===== src/rtl/pet_pkg.sv =====
// Shared types and constants for the pet button-to-command arbiter.
package pet_pkg;

    typedef enum logic [2:0] {
        CMD_NONE  = 3'd0,
        CMD_SLEEP = 3'd1,
        CMD_AWAKE = 3'd2,
        CMD_FEED  = 3'd3,
        CMD_PLAY  = 3'd4
    } cmd_code_t;

    typedef enum logic [1:0] {
        ST_IDLE       = 2'd0,
        ST_ISSUE      = 2'd1,
        ST_LOCKOUT    = 2'd2,
        ST_TEST_COUNT = 2'd3
    } arb_state_t;

    localparam int BTN_W     = 5;
    localparam int BTN_SLEEP = 0;
    localparam int BTN_AWAKE = 1;
    localparam int BTN_FEED  = 2;
    localparam int BTN_PLAY  = 3;
    localparam int BTN_TEST  = 4;

    // Test selector values follow the central FSM's state order.
    localparam logic [3:0] SEL_IDLE   = 4'd1;
    localparam logic [3:0] SEL_SLEEP  = 4'd2;
    localparam logic [3:0] SEL_AWAKE  = 4'd3;
    localparam logic [3:0] SEL_HUNGRY = 4'd4;
    localparam logic [3:0] SEL_EAT    = 4'd5;
    localparam logic [3:0] SEL_PLAY   = 4'd6;
    localparam logic [3:0] SEL_TIRED  = 4'd7;
    localparam logic [3:0] SEL_SICK   = 4'd8;
    localparam logic [3:0] SEL_DEATH  = 4'd9;

    function automatic int max_int(input int a, input int b);
        return (a > b) ? a : b;
    endfunction

    // Fixed priority AWAKE > SLEEP > FEED > PLAY.
    function automatic cmd_code_t pick_cmd(input logic [3:0] press);
        if (press[BTN_AWAKE]) begin
            return CMD_AWAKE;
        end else if (press[BTN_SLEEP]) begin
            return CMD_SLEEP;
        end else if (press[BTN_FEED]) begin
            return CMD_FEED;
        end else if (press[BTN_PLAY]) begin
            return CMD_PLAY;
        end else begin
            return CMD_NONE;
        end
    endfunction

endpackage


===== src/rtl/pet_edge_detect.sv =====
// W-bit rising-edge detector; history resets high so levels held through reset never fire.
module pet_edge_detect #(
    parameter int W = 1
) (
    input  logic         clk,
    input  logic         rst,
    input  logic [W-1:0] level,
    output logic [W-1:0] rise
);

    logic [W-1:0] prev_r;

    // Previous-level history, updated every cycle.
    always_ff @(posedge clk or negedge rst) begin
        if (!rst) begin
            prev_r <= {W{1'b1}};
        end else begin
            prev_r <= level;
        end
    end

    assign rise = level & ~prev_r;

endmodule


===== src/rtl/pet_cmd_arbiter.sv =====
// Converts button presses into single handshaked commands with lockout, and runs the test selector.
module pet_cmd_arbiter
    import pet_pkg::*;
#(
    parameter int LOCKOUT_CYCLES = 2500000,
    parameter int TEST_WINDOW    = 100000000,
    parameter int MAX_SEL        = 9
) (
    input  logic       clk,
    input  logic       rst,
    input  logic       btn_sleep,
    input  logic       btn_awake,
    input  logic       btn_feed,
    input  logic       btn_play,
    input  logic       btn_test,
    input  logic       cmd_ready,
    output logic       cmd_valid,
    output logic [2:0] cmd_code,
    output logic       test_active,
    output logic [3:0] test_sel,
    output logic       test_sel_valid,
    output logic       busy
);

    localparam int CNT_W = $clog2(max_int(LOCKOUT_CYCLES, TEST_WINDOW) + 1);
    localparam logic [CNT_W-1:0] LOCK_LOAD = CNT_W'(LOCKOUT_CYCLES - 1);
    localparam logic [CNT_W-1:0] WIN_LOAD  = CNT_W'(TEST_WINDOW - 1);
    localparam logic [CNT_W-1:0] CNT_ZERO  = CNT_W'(0);
    localparam logic [CNT_W-1:0] CNT_ONE   = CNT_W'(1);
    localparam logic [3:0]       SEL_MAX   = 4'(MAX_SEL);

    logic [BTN_W-1:0] btn_s;
    logic [BTN_W-1:0] press_s;
    arb_state_t       state_r;
    cmd_code_t        cmd_code_r;
    logic [CNT_W-1:0] cnt_r;
    logic             cmd_valid_r;
    logic             test_active_r;
    logic [3:0]       test_sel_r;
    logic             test_sel_valid_r;
    logic             busy_r;

    assign btn_s = {btn_test, btn_play, btn_feed, btn_awake, btn_sleep};

    pet_edge_detect #(.W(BTN_W)) u_edge (
        .clk   (clk),
        .rst   (rst),
        .level (btn_s),
        .rise  (press_s)
    );

    // Arbiter FSM; every output is registered alongside the state it reflects.
    always_ff @(posedge clk or negedge rst) begin
        if (!rst) begin
            state_r          <= ST_IDLE;
            cmd_code_r       <= CMD_NONE;
            cnt_r            <= CNT_ZERO;
            cmd_valid_r      <= 1'b0;
            test_active_r    <= 1'b0;
            test_sel_r       <= 4'd0;
            test_sel_valid_r <= 1'b0;
            busy_r           <= 1'b0;
        end else begin
            test_sel_valid_r <= 1'b0;
            case (state_r)
                ST_IDLE: begin
                    if (press_s[BTN_TEST]) begin
                        state_r       <= ST_TEST_COUNT;
                        test_sel_r    <= 4'd0;
                        test_active_r <= 1'b1;
                        cnt_r         <= WIN_LOAD;
                        busy_r        <= 1'b1;
                    end else if (|press_s[BTN_PLAY:BTN_SLEEP]) begin
                        state_r     <= ST_ISSUE;
                        cmd_code_r  <= pick_cmd(press_s[BTN_PLAY:BTN_SLEEP]);
                        cmd_valid_r <= 1'b1;
                        busy_r      <= 1'b1;
                    end
                end
                ST_ISSUE: begin
                    if (cmd_ready) begin
                        state_r     <= ST_LOCKOUT;
                        cmd_code_r  <= CMD_NONE;
                        cmd_valid_r <= 1'b0;
                        cnt_r       <= LOCK_LOAD;
                    end
                end
                ST_LOCKOUT: begin
                    if (cnt_r == CNT_ZERO) begin
                        state_r <= ST_IDLE;
                        busy_r  <= 1'b0;
                    end else begin
                        cnt_r <= cnt_r - CNT_ONE;
                    end
                end
                ST_TEST_COUNT: begin
                    // Test press outranks awake, which outranks play, which outranks the timeout.
                    if (press_s[BTN_TEST] && (test_sel_r != 4'd0)) begin
                        state_r          <= ST_LOCKOUT;
                        test_active_r    <= 1'b0;
                        test_sel_valid_r <= 1'b1;
                        cnt_r            <= LOCK_LOAD;
                    end else if (press_s[BTN_TEST] || press_s[BTN_AWAKE]
                                 || (!press_s[BTN_PLAY] && (cnt_r == CNT_ZERO))) begin
                        state_r       <= ST_IDLE;
                        test_active_r <= 1'b0;
                        test_sel_r    <= 4'd0;
                        cnt_r         <= CNT_ZERO;
                        busy_r        <= 1'b0;
                    end else if (press_s[BTN_PLAY]) begin
                        test_sel_r <= (test_sel_r == SEL_MAX) ? SEL_IDLE : test_sel_r + 4'd1;
                        cnt_r      <= WIN_LOAD;
                    end else begin
                        cnt_r <= cnt_r - CNT_ONE;
                    end
                end
                default: begin
                    state_r       <= ST_IDLE;
                    cmd_code_r    <= CMD_NONE;
                    cmd_valid_r   <= 1'b0;
                    test_active_r <= 1'b0;
                    cnt_r         <= CNT_ZERO;
                    busy_r        <= 1'b0;
                end
            endcase
        end
    end

    assign cmd_valid      = cmd_valid_r;
    assign cmd_code       = cmd_code_r;
    assign test_active    = test_active_r;
    assign test_sel       = test_sel_r;
    assign test_sel_valid = test_sel_valid_r;
    assign busy           = busy_r;

endmodule

===== config.mk =====
export PLATFORM = sky130hd
export DESIGN_NAME = pet_cmd_arbiter
export DESIGN_NICKNAME = d
export VERILOG_FILES = /design/src/rtl/pet_pkg.sv /design/src/rtl/pet_edge_detect.sv /design/src/rtl/pet_cmd_arbiter.sv
export SDC_FILE = /design/constraint.sdc
export NUM_CORES = 1
export LEC_CHECK = 0
export CORE_MARGIN = 3
export CORE_UTILIZATION = 54
export CTS_BUF_LIST = sky130_fd_sc_hd__clkbuf_8
export CTS_CLUSTER_DIAMETER = 30
export DETAILED_ROUTE_END_ITERATION = 8
export PLACE_DENSITY = 0.77
export SYNTH_ARGS = -nofsm -noshare
export SYNTH_HDL_FRONTEND = slang
export SYNTH_SLANG_ARGS = --single-unit

===== constraint.sdc =====
create_clock -name clk -period 2.2 [get_ports clk]
set_input_delay 0.22 -clock clk [delete_from_list [all_inputs] [get_ports clk]]
set_output_delay 0.22 -clock clk [all_outputs]
set_load 0.01 [all_outputs]

==> results.md, run 1 <==
* Core Footprint at 4750 sq um
* Via Count at 2963
* Final wirelength at 8690 um
* Worst Tran Pin Value at 596 ps
* FP Rows at 25
* Clock Latency Late Sink at 300 ps
* GRT overflow at 0
* Worst vdd ir at 884 uV
* Initial antenna violation count at 0
* Failing checks: negative setup slack
* Worst-path maximum fanout at 3
* Register area share after synthesis at 0.421
* FF-to-FF path depth at 6
* Root Buffer: clkbuf_8
* CTS clk-pin slew, worst paths at 90 ps
* Max-Cap Viols at 0
* Required time of the critical path at 2400 ps
* Routed metal-1 wirelength at 3600 um
* Part of the cycle the worst path needs at 1.04
* Met2 wire length at 4270 um
* Nets@finish at 415
* Pleak at 1.62 nW
* Met3 WL at 621 um
* Switching share of total power at 0.424
* Reg-to-reg critical path endpoint: cnt_r[19]
* Final hold violation count at 0
* Number of hold buffers added after cts at 0
* Placed cell count at 456
* Hold Crit Class: in2async
* CTS H-tree depth at 2
* First-pass GRT wire length at 13900 um
* Count of cell types in the netlist at 57
* Syn. warnings at 0
* Die area at 5860 sq um
* Routed Antenna Nets at 0
* Max Root-Sink Buffers at 2
* Total clock sinks at 45
* Initial DRC Count at 465
* DRC at 0
* Die width at 76.6 um
* Worst rel slew slack at 0.603
* Worst hold slack at 2.63 ps
* Top Layer Used: met4
* Synth-to-Final Area Change at 40.4%
* Antenna diodes at 0
* CP arrival at 2490 ps
* RSZ-0062 raised after global routing: true
* Pin count of the biggest net entering global routing at 46
* Pwr Density at 1260 nW/um^2
* Fraction of layout instances using a drive strength above 1 at 0.317
* Total CTS buffers at 5
* Final non-filler cell total at 471
* Placer Congestion at 0.913
* Syn Inst Count at 307
* Combinational Power Share at 0.601
* TritonCTS clock tree: yes
* Crit Reg-Reg Startpoint: cnt_r[8]
* Post-synthesis area per instance at 8.76 sq um
* Switching power at 0.00202 W
* Sequential share of power at 0.289
* Io pins at 19
* Vias/cell at 6.29
* Final setup margin at -95.4 ps
* FFs w/ async S/R, synth at 1.00
* Clk_skew at 5.09 ps
* Status: finished with violations
* Finish-stage setup viols at 1
* Clk network pwr share at 0.109
* Internal at 0.00275 W
* Total GRT Usage at 0.291
* Post-detailed-route wirelength per cell at 18.4 um
* Crit end category: flop
* Starting Density at 0.566
* Startpoint Class: flop
* Syn nets at 319
* Post-DP HPWL at 6030 um
* Synthesized area at 2690 sq um
* Setup CP Type: reg2reg
* Setup TNS at -95.4 ps
* Max Freq at 436 MHz
* Reg2reg setup slack at -100 ps
* Final min period at 2300 ps
* Die Ht at 76.6 um
* Number of flops mapped to enable cells by yosys at 0
* Synth Flop Type: dfrtp_1
* Input/output buffers at 18
* Max Slew Vio Count at 0
* First-pass DRT Iterations at 5
* Flops & latches, synth at 45
* Number of global-route vias before repair at 2908
[power groups by stage]
stage / clock network, W / registers, W / logic, W
after detailed placement: 0 / 0.00137 / 0.00261
after CTS: 0.000522 / 0.00136 / 0.00266
after floorplan: 0 / 0.00141 / 0.00133
after global placement: 0 / 0.00135 / 0.00252
after global routing: 0.000552 / 0.00141 / 0.00311
final: 0.000522 / 0.00138 / 0.00287
[metrics by stage]
step	instance area [sq um]	setup slack (ps)	utilization	power, W
after global routing	3780	-117	0.794	0.00507
after CTS	3640	-41.6	0.766	0.00454
after detailed placement	3500	-158	0.737	0.00398
after floorplan	2700	5.85	-	0.00275
after global placement	3500	-135	0.737	0.00387
final	3780	-95.4	0.794	0.00477
[worst max-delay path, cell delays in order, from the launching register on]
cell     delay, ps
dfrtp_1        390
or4_4          570
or3_4          400
buf_4          150
or4_1          430
a21oi_2        180
o21ai_1         70
[layer usage]
metal | vias to the layer above | global-route usage
li1 | 1339 | -
met1 | 1443 | 0.396
met2 | 158 | 0.473
met3 | 23 | 0.0461
met4 | 0 | 0.101
met5 | - | 0
[how the worst max path moves through the flow]
stage               startpoint        end  cells past startpoint
floorplan             cnt_r[8]  cnt_r[19]                      5
global placement      btn_test  cnt_r[19]                      8
detailed placement    btn_test  cnt_r[19]                      8
CTS                   cnt_r[9]  cnt_r[19]                      5
global route          cnt_r[8]  cnt_r[19]                      6
finish                cnt_r[8]  cnt_r[19]                      6
[cell usage in the layout, fill, tap and decap left out, types with 6 or more instances in the layout]
master and count:
dfrtp_1 40, nor3_1 18, a21oi_1 31, buf_4 74
o21ai_1 6, clkdlybuf4s50_1 17, o21ai_0 18, inv_1 17
nand2_1 21, nor2_1 21, o22a_1 7, o21a_1 6
or4_1 6
[cell families (layout without fill, tap and decap cells)]
group / after synthesis / after routing / synth area share
and+or+nand+nor: 125 / 125 / 0.259
buffers and inverters: 28 / 125 / 0.0428
adders and majority gates: 4 / 4 / 0.0186
AOI/OAI and AO/OA: 102 / 102 / 0.247
DFF: 45 / 45 / 0.421
xor gates and xnor gates: 1 / 1 / 0.00326
muxes: 2 / 2 / 0.00837
[repair_timing]
| action | CTS | global route |
|---|---|---|
| resized for setup | 5 | 30 |
| cloned | 0 | 0 |
| endpoints found under the setup margin | 20 | 24 |
| buffers inserted | 3 | 4 |
| pin swaps | 2 | 14 |
[synthesized netlist by cell type, drive strengths merged (2+ instances only)]
cell	number	area, sq um
or3	7	53.8
nor4	9	62.6
inv	19	71.3
o22a	7	61.3
a2bb2oi	6	52.6
nand3b	3	22.5
nor3	21	105
nor3b	2	15.0
or4	9	75.1
nor2b	4	25.0
o21ai	24	120
a21oi	32	160
a311oi	2	17.5
a21o	2	15.0
nor4b	2	17.5
nor2	22	82.6
o21a	7	52.6
dfstp	5	131
o41ai	2	17.5
o31ai	2	28.8
mux2	2	22.5
buf	4	25.0
ha	4	50.1
and2	4	27.5
nand3	6	30.0
clkbuf	5	18.8
dfrtp	40	1000
and3	2	12.5
nand2	24	92.6
a211oi	3	22.5
nand2b	3	18.8
o22ai	3	18.8
nand4	4	31.3
a31oi	3	18.8
[registers in the layout, summed over array words and instances, names as in the netlist]
| register | cells |
|---|---|
| busy | 1 |
| cmd_code | 3 |
| cmd_valid | 1 |
| cnt_r | 27 |
| state_r | 2 |
| test_active | 1 |
| test_sel | 4 |
| test_sel_valid | 1 |
| u_edge.prev_r | 5 |
[final cells by class]
| cell class | count | area [sq um] |
|---|---|---|
| Multi-Input combinational cell | 234 | 1580 |
| Clock inverter | 3 | 17.5 |
| Fill cell | 342 | 977 |
| Sequential cell | 45 | 1130 |
| Inverter | 19 | 71.3 |
| Tap cell | 67 | 83.8 |
| Clock buffer | 5 | 68.8 |
| Timing Repair Buffer | 98 | 825 |
(Power assumes the default switching activity.)
==> run 2: changes to the inputs <==
--- a/config.mk
+++ b/config.mk
@@ -5,12 +5,14 @@
 export SDC_FILE = /design/constraint.sdc
 export NUM_CORES = 1
 export LEC_CHECK = 0
+export CELL_PAD_IN_SITES_DETAIL_PLACEMENT = 0
+export CELL_PAD_IN_SITES_GLOBAL_PLACEMENT = 1
 export CORE_MARGIN = 3
-export CORE_UTILIZATION = 54
+export CORE_UTILIZATION = 42
 export CTS_BUF_LIST = sky130_fd_sc_hd__clkbuf_8
 export CTS_CLUSTER_DIAMETER = 30
 export DETAILED_ROUTE_END_ITERATION = 8
-export PLACE_DENSITY = 0.77
+export PLACE_DENSITY_LB_ADDON = 0.1
 export SYNTH_ARGS = -nofsm -noshare
 export SYNTH_HDL_FRONTEND = slang
 export SYNTH_SLANG_ARGS = --single-unit
==> results.md, run 2 (same netlist as run 1, synthesis figures left out) <==
* Final hold violation count at 0 (unchanged)
* Crit end category: flop
* Placed cell count at 465 (+2.0%)
* Worst-path maximum fanout at 3 (unchanged)
* Post-DP HPWL at 6110 um (+1.3%)
* Layout filler cell count at 529 (+55%)
* Setup CP Type: reg2reg
* RSZ-0062 raised after global routing: true
* Switching power at 0.00195 W (-3.7%)
* Pleak at 1.65 nW (+1.9%)
* Fraction of layout instances using a drive strength above 1 at 0.319 (+0.00169)
* Status: finished with violations
* Nets@finish at 416 (+0.24%)
* Worst Tran Pin Value at 698 ps (+102 ps)
* Routed Antenna Nets at 0 (unchanged)
* Most common library cell in the layout ignoring fill and taps: buf_4
* Synth-to-Final Area Change at 43.2%
* CTS clk-pin slew, worst paths at 80 ps (about the same)
* Final min period at 2260 ps (-37.5 ps)
* Crit-path slowest cell: or4_4
* First-pass GRT wire length at 13500 um (-2.5%)
* Die width at 86.0 um (+12%)
* Hold Path Origin: btn_feed
* Critical Path Most Common Cell: or4_4
* Reg with most FFs: cnt_r
* Total GRT Usage at 0.231 (-0.0598)
* Setup TNS at -57.9 ps (+37.5 ps)
* Core Footprint at 6060 sq um (+27%)
* Final setup margin at -57.9 ps (+37.5 ps)
* Initial DRC Count at 240 (-48%)
* CTS H-tree depth at 2 (unchanged)
* Max Slew Vio Count at 0 (unchanged)
* Clk_skew at 5.40 ps (+0.310 ps)
* Hold EP: u_edge.prev_r[2]
* FP Rows at 28 (+12%)
* CP Cell Sequence: or4_4 -> or3_4 -> or4_4 -> or3_1 -> o21ai_1
* Worst rel slew slack at 0.530 (-0.0724)
* Final non-filler cell total at 480 (+1.9%)
* CP arrival at 2480 ps (about the same)
* Worst vdd ir at 660 uV (-25%)
* Placer Congestion at 0.854 (-6.4%)
* Sequential share of power at 0.288 (about the same)
* Antenna diodes at 0 (unchanged)
* Final wirelength at 8120 um (-6.6%)
* Total CTS buffers at 5 (unchanged)
* Failing checks: negative setup slack
* Startpoint Class: flop
* Via Count at 2752 (-7.1%)
* TritonCTS clock tree: yes
* Die area at 7400 sq um (+26%)
* Most frequent cells in the layout: buf_4, dfrtp_1, a21oi_1
* First-pass DRT Iterations at 5 (unchanged)
* Internal at 0.00291 W (+6.0%)
* Root Buffer: clkbuf_8
* Required time of the critical path at 2420 ps (+20 ps)
* Number of global-route vias before repair at 2652 (-8.8%)
* Pwr Density at 1260 nW/um^2 (about the same)
* Starting Density at 0.444 (-0.122)
* Clock Latency Late Sink at 290 ps (about the same)
* Input/output buffers at 18 (unchanged)
* Finish-stage setup viols at 1 (unchanged)
* Clk network pwr share at 0.134 (+0.025)
* Die Ht at 86.0 um (+12%)
* Reg-to-reg critical path endpoint: cnt_r[19]
* Part of the cycle the worst path needs at 1.03 (-0.0171)
* Max Root-Sink Buffers at 2 (unchanged)
* Combinational Power Share at 0.578 (-0.023)
* DRC at 0 (unchanged)
* WP depth at 5 (-1)
* Max-Cap Viols at 0 (unchanged)
* Crit path largest cell delay at 540 ps (-30 ps)
* Crit Reg-Reg Startpoint: cnt_r[15]
* FF-to-FF path depth at 5 (-1)
* Hold Crit Class: in2reg
* GRT overflow at 0 (unchanged)
* Reg2reg setup slack at -60 ps (+40 ps)
* Critical path's top delay family: simple AND/OR/NAND/NOR gates
* Final Power at 0.00486 W (+1.9%)
* Max FFs per register at 27 (unchanged)
* Max Freq at 443 MHz (+1.7%)
* Buf/Inv on CP at 0 (-1)
* Total clock sinks at 45 (unchanged)
* Pin count of the biggest net entering global routing at 24 (-48%)
* Io pins at 19 (unchanged)
* Worst hold stages at 1
* Post-detailed-route wirelength per cell at 16.9 um (-8.3%)
* Vias/cell at 5.73 (-8.9%)
* Switching share of total power at 0.401 (-0.0232)
* Initial antenna violation count at 0 (unchanged)
==> run 2: metal layers <==
metal	global-route usage	up-vias	routed length [um]
met5	0	-	0
met4	0.0489	0	74
met3	0.0336	7	328
met2	0.362	50	3670
met1	0.340	1337	4050
li1	-	1358	-
==> run 2: power groups by stage <==
| stage | combinational [W] | sequential [W] | clock [W] |
|---|---|---|---|
| after global placement | 0.00258 | 0.00136 | 0 |
| after detailed placement | 0.00262 | 0.00137 | 0 |
| after global routing | 0.00307 | 0.00144 | 0.000704 |
| final | 0.00281 | 0.00140 | 0.000652 |
| after CTS | 0.00268 | 0.00136 | 0.000664 |
| after floorplan | 0.00133 | 0.00141 | 0 |
==> run 2: area by class of cell <==
class | instances | area (sq um) | share of cell area
multi-input combinational | 234 | 1580 | 0.411
sequential | 45 | 1130 | 0.294
timing repair buffer | 99 | 855 | 0.222
tap | 75 | 93.8 | 0.0244
clock buffer | 6 | 82.6 | 0.0214
inverter | 19 | 71.3 | 0.0185
clock inverter | 2 | 33.8 | 0.00877
==> run 2: what timing repair did <==
item	CTS	global route
pin swaps	5	5
resized for setup	9	26
setup buffers	3	3
hold endpoints to repair	22	0
hold buffers	1	0
endpoints found under the setup margin	19	30
==> run 2: worst reg2reg max path: stages (launching register included) <==
cell and delay [ps]:
dfrtp_1 410, or4_4 540, or3_4 400, or4_4 420, or3_1 320, o21ai_1 90
==> run 2: worst max path at each step <==
stage / from / slack (ps) / endpoint
final: cnt_r[15] / -60 / cnt_r[19]
after detailed placement: btn_test / -220 / cnt_r[19]
after global routing: cnt_r[15] / -120 / cnt_r[19]
after global placement: btn_test / -180 / cnt_r[19]
after floorplan: cnt_r[8] / 6 / cnt_r[19]
after CTS: cnt_r[15] / -60 / cnt_r[19]
==> run 2: per-stage QoR <==
| stage | util | hold WS, ps | instance area, sq um | setup slack, ps |
|---|---|---|---|---|
| CTS | 0.615 | 345 | 3720 | -61.5 |
| global route | 0.636 | 347 | 3850 | -122 |
| global placement | 0.583 | 247 | 3530 | -181 |
| floorplan | - | -75.6 | 2700 | 5.85 |
| finish | 0.636 | 347 | 3850 | -57.9 |
| detailed placement | 0.583 | 242 | 3530 | -220 |
==> run 3: changes to the inputs <==
--- a/config.mk
+++ b/config.mk
@@ -7,7 +7,6 @@
 export LEC_CHECK = 0
 export CELL_PAD_IN_SITES_DETAIL_PLACEMENT = 0
 export CELL_PAD_IN_SITES_GLOBAL_PLACEMENT = 1
-export CORE_MARGIN = 3
 export CORE_UTILIZATION = 42
 export CTS_BUF_LIST = sky130_fd_sc_hd__clkbuf_8
 export CTS_CLUSTER_DIAMETER = 30
==> results.md, run 3 (same netlist as run 1, synthesis figures left out) <==
* Status: finished with violations
* Failing checks: negative setup slack
* Max Freq at 449 MHz (+1.3%)
* Final setup margin at -28.9 ps (+29.0 ps)
* Setup TNS at -28.9 ps (+29.0 ps)
* First-pass GRT wire length at 12800 um (-5.1%)
* Fin area at 3820 sq um (-0.75%)
* Antenna diodes at 0 (unchanged)
* Worst hold slack at 344 ps (-3.56 ps)
* Combinational Power Share at 0.585 (+0.007)
* Pleak at 1.64 nW (-0.87%)
* Hold Crit Class: in2reg
* Final hold violation count at 0 (unchanged)
* Clk network pwr share at 0.121 (-0.013)
* Sequential cell area at 1130 sq um (-0.11%)
* CTS clk-pin slew, worst paths at 90 ps (about the same)
* CP Cell Sequence: or4_4 -> or3_4 -> or4_4 -> or3_1 -> o21ai_1
* Switching share of total power at 0.408 (+0.00672)
* TritonCTS clock tree: yes
* Final non-filler cell total at 478 (-0.42%)
* Finish-stage setup viols at 1 (unchanged)
* Input/output buffers at 18 (unchanged)
* First-pass DRT Iterations at 4 (-1)
* Max FFs per register at 27 (unchanged)
* FF-to-FF path depth at 5 (unchanged)
* CP arrival at 2460 ps (-20 ps)
* Worst hold stages at 1 (unchanged)
* Post-DP HPWL at 6000 um (-1.9%)
* Clock Latency Late Sink at 300 ps (about the same)
* Worst Tran Pin Value at 545 ps (-153 ps)
* Die width at 82.0 um (-4.6%)
* Switching power at 0.00193 W (-0.97%)
* FP Rows at 28 (unchanged)
* Crit path largest cell delay at 540 ps (about the same)
* Final min period at 2230 ps (-29.0 ps)
* Sequential share of power at 0.294 (+0.006)
* Fraction of layout instances using a drive strength above 1 at 0.315 (-0.00338)
* Core Footprint at 6060 sq um (unchanged)
* Post-DP Area at 3500 sq um (-1.1%)
* Crit end category: flop
* Most common library cell in the layout ignoring fill and taps: buf_4
* Most frequent cells in the layout: buf_4, dfrtp_1, a21oi_1
* Worst rel slew slack at 0.633 (+0.102)
* Pin count of the biggest net entering global routing at 25 (+4.2%)
* Pwr Density at 1240 nW/um^2 (-1.9%)
* Io pins at 19 (unchanged)
* Final wirelength at 8110 um (about the same)
* Worst vdd ir at 726 uV (+10%)
* Setup CP Type: reg2reg
* Via Count at 2724 (-1.0%)
* Crit-path slowest cell: or4_4
* Post-detailed-route wirelength per cell at 17.0 um (+0.36%)
* Routed Antenna Nets at 0 (unchanged)
* Total CTS buffers at 5 (unchanged)
* Max Slew Vio Count at 0 (unchanged)
* DRC at 0 (unchanged)
* Nets@finish at 414 (-0.48%)
* Area of the multi-input gates at 1590 sq um (+0.39%)
* Die Ht at 82.0 um (-4.6%)
* Part of the cycle the worst path needs at 1.01 (-0.0132)
* RSZ-0062 raised after global routing: true
* Max Root-Sink Buffers at 2 (unchanged)
* Die area at 6730 sq um (-9.1%)
* Critical Path Most Common Cell: or4_4
* GRT overflow at 0 (unchanged)
* Worst-path maximum fanout at 3 (unchanged)
* CTS H-tree depth at 2 (unchanged)
* Number of global-route vias before repair at 2461 (-7.2%)
* Startpoint Class: flop
* Total GRT Usage at 0.259 (+0.0273)
* Internal at 0.00281 W (-3.7%)
* Total clock sinks at 45 (unchanged)
* Clk_skew at 12.5 ps (+7.07 ps)
* Placer Congestion at 0.859 (+0.57%)
* Layout filler cell count at 542 (+2.5%)
* Required time of the critical path at 2430 ps (about the same)
* Initial DRC Count at 160 (-33%)
* Starting Density at 0.444 (unchanged)
* Initial antenna violation count at 0 (unchanged)
* Reg with most FFs: cnt_r
* Placed cell count at 460 (-1.1%)
* Synth-to-Final Area Change at 42.1%
* Final Power at 0.00474 W (-2.6%)
* Root Buffer: clkbuf_8
* Vias/cell at 5.70 (-0.60%)
* Max-Cap Viols at 0 (unchanged)
[run 3: what timing repair did]
item,CTS,global route
setup endpoints to repair,30,31
hold buffers,1,0
buffers inserted,1,8
pin swaps,3,10
resized for setup,7,29
hold endpoints to repair,21,0
[run 3: path summary, 6_finish.rpt]
path                       startpoint          endpoint  slack [ps]
hold / removal              btn_awake  u_edge.prev_r[1]         340
max in group asynchronous         rst  u_edge.prev_r[1]        1170
hold reg to reg                  busy              busy         510
setup / recovery            cnt_r[13]         cnt_r[19]         -30
setup reg to reg            cnt_r[13]         cnt_r[19]         -30
min in group asynchronous         rst       test_sel[2]         420
[run 3: critical path: cells and delay by family (launching register included)]
kind / cells / cell delay [ps]
simple gates: 4 / 1710
compound gates: 1 / 80
flops: 1 / 380
[run 3: metal layers]
layer  track usage  wire, um  vias up
met3        0.0367       405        8
met5             0         0        -
li1              -         -     1344
met1         0.382      3940     1308
met2         0.392      3680       64
met4        0.0684        86        0
[run 3: final cells by class]
type,count,area share
clock buffer,7,0.0252
tap,75,0.0245
clock inverter,1,0.00131
sequential,45,0.296
multi-input combinational,234,0.416
inverter,19,0.0187
timing repair buffer,97,0.219
[run 3: metrics by stage]
stage / utilization / setup WS, ps
after CTS: 0.602 / -37.2
final: 0.631 / -28.9
after floorplan: - / 5.85
after detailed placement: 0.577 / -184
after global placement: 0.577 / -172
after global routing: 0.631 / -115
[run 3: power groups by stage]
| stage | combinational [W] | sequential, W | clock, W |
|---|---|---|---|
| after floorplan | 0.00133 | 0.00141 | 0 |
| after global routing | 0.00303 | 0.00142 | 0.000621 |
| after global placement | 0.00250 | 0.00137 | 0 |
| final | 0.00277 | 0.00139 | 0.000575 |
| after detailed placement | 0.00253 | 0.00138 | 0 |
| after CTS | 0.00257 | 0.00137 | 0.000586 |
